<file path="config.mk">
export PLATFORM = sky130hd
export DESIGN_NAME = svcs_hs_rx_deframer
export DESIGN_NICKNAME = d
export VERILOG_FILES = /design/src/rtl/svcs_hs_rx_deframer.sv
export SDC_FILE = /design/constraint.sdc
export NUM_CORES = 1
export LEC_CHECK = 0
export ABC_AREA = 1
export CAP_MARGIN = 0
export CORE_ASPECT_RATIO = 0.8
export CORE_UTILIZATION = 35
export CTS_CLUSTER_DIAMETER = 50
export DETAILED_ROUTE_END_ITERATION = 7
export PLACE_DENSITY = 0.68
export SLEW_MARGIN = 20
export SYNTH_ARGS = -nofsm -noshare
export SYNTH_HDL_FRONTEND = slang
export SYNTH_SLANG_ARGS = --single-unit
export TNS_END_PERCENT = 100
</file>
<file path="constraint.sdc">
create_clock -name clk -period 21.1 [get_ports clk]
set_clock_uncertainty 0.2 [all_clocks]
set_input_delay 6.33 -clock clk [delete_from_list [all_inputs] [get_ports clk]]
set_output_delay 6.33 -clock clk [all_outputs]
set_load 0.02 [all_outputs]
</file>
<file path="src/rtl/svcs_hs_rx_deframer.sv">
// SVCS handshake receive deframer: decodes the 7-word transaction header and
// forwards the int payload words as a first/last-framed stream.
module svcs_hs_rx_deframer #(
  parameter int unsigned MAX_PAYLOAD = 1024,
  parameter int unsigned CNT_W       = 16
) (
  input  logic             clk,
  input  logic             rst,
  input  logic [31:0]      s_data,
  input  logic             s_valid,
  output logic             s_ready,
  output logic [63:0]      hdr_trnx_type,
  output logic [63:0]      hdr_trnx_id,
  output logic [63:0]      hdr_data_type,
  output logic [31:0]      hdr_n_payloads,
  output logic             hdr_valid,
  output logic [31:0]      m_data,
  output logic             m_valid,
  input  logic             m_ready,
  output logic             m_first,
  output logic             m_last,
  output logic             len_err,
  output logic             halted,
  output logic [CNT_W-1:0] frame_cnt,
  output logic [CNT_W-1:0] err_cnt
);

  localparam int unsigned IDX_W = 3;
  localparam int unsigned REM_W = 32;

  typedef enum logic [1:0] {
    ST_HDR  = 2'd0,
    ST_PAY  = 2'd1,
    ST_DROP = 2'd2,
    ST_HALT = 2'd3
  } state_t;

  state_t             state_q, state_d;
  logic [IDX_W-1:0]   idx_q, idx_d;
  logic [REM_W-1:0]   rem_q, rem_d;
  logic               first_q, first_d;
  logic [63:0]        trnx_type_d, trnx_id_d, data_type_d;
  logic [31:0]        n_payloads_d;
  logic               hdr_valid_d, len_err_d, halted_d;
  logic [CNT_W-1:0]   frame_cnt_d, err_cnt_d;

  // State and datapath registers; reset discards any partial frame.
  always_ff @(posedge clk or posedge rst) begin
    if (rst) begin
      state_q        <= ST_HDR;
      idx_q          <= '0;
      rem_q          <= '0;
      first_q        <= 1'b0;
      hdr_trnx_type  <= '0;
      hdr_trnx_id    <= '0;
      hdr_data_type  <= '0;
      hdr_n_payloads <= '0;
      hdr_valid      <= 1'b0;
      len_err        <= 1'b0;
      halted         <= 1'b0;
      frame_cnt      <= '0;
      err_cnt        <= '0;
    end else begin
      state_q        <= state_d;
      idx_q          <= idx_d;
      rem_q          <= rem_d;
      first_q        <= first_d;
      hdr_trnx_type  <= trnx_type_d;
      hdr_trnx_id    <= trnx_id_d;
      hdr_data_type  <= data_type_d;
      hdr_n_payloads <= n_payloads_d;
      hdr_valid      <= hdr_valid_d;
      len_err        <= len_err_d;
      halted         <= halted_d;
      frame_cnt      <= frame_cnt_d;
      err_cnt        <= err_cnt_d;
    end
  end

  // Next-state, header decode and the combinational payload pass-through.
  always_comb begin
    state_d      = state_q;
    idx_d        = idx_q;
    rem_d        = rem_q;
    first_d      = first_q;
    trnx_type_d  = hdr_trnx_type;
    trnx_id_d    = hdr_trnx_id;
    data_type_d  = hdr_data_type;
    n_payloads_d = hdr_n_payloads;
    hdr_valid_d  = 1'b0;
    len_err_d    = 1'b0;
    halted_d     = halted;
    frame_cnt_d  = frame_cnt;
    err_cnt_d    = err_cnt;
    s_ready      = 1'b0;
    m_valid      = 1'b0;
    m_data       = '0;
    m_first      = 1'b0;
    m_last       = 1'b0;

    case (state_q)
      ST_HDR: begin
        s_ready = !rst;
        if (s_valid && !rst) begin
          idx_d = idx_q + IDX_W'(1);
          case (idx_q)
            3'd0: trnx_type_d[31:0]  = s_data;
            3'd1: trnx_type_d[63:32] = s_data;
            3'd2: trnx_id_d[31:0]    = s_data;
            3'd3: trnx_id_d[63:32]   = s_data;
            3'd4: data_type_d[31:0]  = s_data;
            3'd5: data_type_d[63:32] = s_data;
            default: begin
              n_payloads_d = s_data;
              idx_d        = '0;
              hdr_valid_d  = 1'b1;
              if (s_data == 32'd0) begin
                frame_cnt_d = frame_cnt + CNT_W'(1);
              end else if (s_data[31]) begin
                state_d  = ST_HALT;
                halted_d = 1'b1;
              end else if (s_data <= 32'(MAX_PAYLOAD)) begin
                state_d = ST_PAY;
                rem_d   = s_data;
                first_d = 1'b1;
              end else begin
                state_d   = ST_DROP;
                rem_d     = s_data;
                len_err_d = 1'b1;
                err_cnt_d = err_cnt + CNT_W'(1);
              end
            end
          endcase
        end
      end

      ST_PAY: begin
        s_ready = m_ready;
        m_valid = s_valid;
        m_data  = s_data;
        m_first = first_q;
        m_last  = (rem_q == REM_W'(1));
        if (s_valid && m_ready) begin
          rem_d   = rem_q - REM_W'(1);
          first_d = 1'b0;
          if (rem_q == REM_W'(1)) begin
            frame_cnt_d = frame_cnt + CNT_W'(1);
            state_d     = ST_HDR;
          end
        end
      end

      ST_DROP: begin
        s_ready = 1'b1;
        if (s_valid) begin
          rem_d = rem_q - REM_W'(1);
          if (rem_q == REM_W'(1)) begin
            frame_cnt_d = frame_cnt + CNT_W'(1);
            state_d     = ST_HDR;
          end
        end
      end

      default: begin
        state_d = ST_HALT;
      end
    endcase
  end

endmodule

</file>
==> results.json <==
{
  "worstSetupPathType": "in -> out",
  "pre_cts_ws_ps": 6390,
  "fp.dieW_um": 220,
  "drc_errors": 28,
  "dp_hpwl_um": 31000,
  "crit_cells": 5,
  "rows": 63,
  "cts_resized": 0,
  "hold_ws_ps": 275,
  "endpoint_kind": "output pin",
  "core_area_mm2": 0.0373,
  "fin_crit_sh": 0.697,
  "critPathMaxFanout": 54,
  "r2r_cells": 8,
  "cts_hold_buf": 0,
  "final_common_cell": "nand2_1",
  "setup_viol": 0,
  "p_leak_nw": 8.47,
  "violations": "design-rule violations",
  "cts_buffers": 37,
  "crit_path_max_incr_delay_ps": 640,
  "dp_cells": 2376,
  "worstPathArrival_ps": 8180,
  "outcome": "finished, violations left",
  "setup_slack_ps": 6390,
  "cp_slowest_cell": "clkdlybuf4s50_1",
  "stdcell_count": 2439,
  "period_needed_ps": 14710,
  "ys_warn_count": 0,
  "cts_tree": "done",
  "clk_pin_slew_ps": 50,
  "die_h_um": 177,
  "ctsHtreeMaxLevel": 2,
  "diodes": 0,
  "synth_nets": 1663,
  "antenna_found_initial": 0,
  "critPathLaunchType": "input pin",
  "track_usage": 0.228,
  "port_buffers": 330,
  "drive_gt1_frac": 0.0482,
  "synthesis.area_mm2": 0.0133,
  "grt_first_pass_wirelength_um": 67800,
  "finalWirelength_um": 44200,
  "insertion_delay_ps": 530,
  "fin_nets": 1978,
  "vias": 12000,
  "cts_sinks": 297,
  "cts-root-buf": "clkbuf_16",
  "initial_utilization": 0.358,
  "clock.fmax_mhz": 68.0,
  "hold_path.startpoint": "hdr_n_payloads[31]",
  "drtPass1Iterations": 7,
  "ys_seq_area_frac": 0.557,
  "final-hold-violation-count": 0,
  "syn_avg_cell_area_um2": 8.27,
  "synth.top_cells.by_area": "dfrtp_1 (56%), nand2_1 (11%), nor2_1 (7.8%)",
  "worst_slew_margin_rel": 0.327,
  "synth-main-ff-cell": "dfrtp_1",
  "timing.rr.end": "hdr_n_payloads[18]",
  "die_area_mm2": 0.0389,
  "slew_violations": 0,
  "cellPowerDensity_mw_per_mm2": 168,
  "timing.critical_path.to": "s_ready",
  "ir_drop_mv": 0.0907,
  "grt.overflow.total": 0,
  "worstMarginPinSlew_ps": 1010,
  "fill_cells": 3524,
  "synth_seq_cells": 297,
  "setup_tns_ps": 0,
  "path_cells": "clkdlybuf4s50_1 -> inv_8 -> a22oi_1 -> a21oi_1 -> clkdlybuf4s50_1",
  "postSynthCellCount": 1614,
  "drtIter0Drc": 999,
  "avgRoutedWirePerCell_um": 18.1,
  "gp_congestion": 0.941,
  "grt_pass1_vias": 11600,
  "viasPerCell": 4.94,
  "yosys.area.top_type": "dfrtp_1",
  "crit_buf_inv": 3,
  "rsz0062_at_grt": "false",
  "crit_family": "buffers and inverters",
  "postCtsSetupRepairBufs": 0,
  "area_growth_pct": 37.1,
  "fin_util": 0.491,
  "synth_top_cell_area_share": 0.557,
  "layout_common_cells": "nand2_1 (376), clkdlybuf4s50_1 (330), dfrtp_1 (297), nor2_1 (279), a21oi_1 (164)",
  "drt.antenna.violating_nets": 0,
  "r2r_start": "state_q[0]",
  "max_cap_viol_count": 0,
  "cts_buffer_depth": 3,
  "crit_start": "rst",
  "cp.required_ps": 14570,
  "synthArstFlopShare": 1.00,
  "grt_start_max_net_pins": 146,
  "r2r_setup_slack_ps": 17010,
  "pin_count": 331,
  "synth_cell_types": 37,
  "hold_class": "reg -> reg",
  "cp_common_cell": "clkdlybuf4s50_1",
  "synth-edff-count": 0
}
-- worst reg2reg max path: stages (launching register included) --
cell	delay, ps
dfrtp_1	410
inv_1	100
ha_1	470
inv_1	210
nor2_4	550
inv_2	250
nor2_1	450
clkinv_2	850
o21ai_0	490
-- registers in the layout (all words and copies together), names as in the netlist, 2 cells and up --
| name | flops |
|---|---|
| idx_q | 3 |
| hdr_trnx_id | 64 |
| hdr_data_type | 64 |
| state_q | 2 |
| hdr_trnx_type | 64 |
| frame_cnt | 16 |
| hdr_n_payloads | 32 |
| err_cnt | 16 |
| rem_q | 32 |
-- Yosys cell counts, types with 3 or more instances --
library cell and instances:
nor2_1 279, ha_1 13, nand2_1 377, o21ai_1 9, a21oi_1 165, nor3_4 4
nand4_1 5, xnor2_1 12, buf_2 21, dfrtp_1 297, o21bai_1 5, o21ai_0 107
nand3_1 89, clkinv_1 5, a22oi_1 3, inv_1 126, nor2_2 3, nand2_2 3
clkbuf_1 41, nor3_1 12, xor2_1 17
-- metrics by stage --
| step | area, um2 | power, mW |
|---|---|---|
| floorplan | 13300 | 1.78 |
| CTS | 18300 | 3.10 |
| detailed placement | 17100 | 2.45 |
| global route | 18300 | 3.28 |
| finish | 18300 | 3.08 |
| global placement | 17100 | 2.42 |
-- where the power goes --
part | internal (mW) | switching, mW
Sequential | 0.816 | 0.162
Clock | 0.380 | 0.249
Combinational | 0.601 | 0.871
Total | 1.80 | 1.28
-- logic make-up (layout without fill, tap and decap cells) --
logic type / after synthesis / count (layout) / share of synthesized area
xor+xnor: 29 / 29 / 0.0190
compound gates: 290 / 290 / 0.110
flops: 297 / 297 / 0.557
fa+ha+maj: 13 / 13 / 0.0122
simple gates: 784 / 784 / 0.242
buf+inv: 201 / 539 / 0.0602
-- layer usage --
metal  vias to the layer above  global-route usage  share of wire
met1                      5706               0.318           0.45
li1                       5786                   -              -
met2                       476               0.344           0.43
met3                        77              0.0632           0.10
met4                         0              0.0638          0.023
met5                         -                   0              0
-- how the worst min path moves through the flow --
stage / end / slack, ps / cells past startpoint
after floorplan: first_q / 250 / 2
after global placement: halted / 250 / 2
after detailed placement: hdr_n_payloads[31] / 270 / 2
after CTS: hdr_n_payloads[31] / 280 / 2
after global routing: halted / 290 / 2
final: hdr_n_payloads[31] / 280 / 2
-- layout make-up --
cell class                 count  area (um2)  area share
inverter                     135         519      0.0284
multi-input combinational   1116        5130       0.280
sequential                   297        7430       0.406
timing repair buffer         342        3410       0.186
tap                          487         609      0.0333
clock buffer                  49        1060      0.0581
clock inverter                13         144     0.00786
Note: power is estimated with default switching activity, not from simulation.
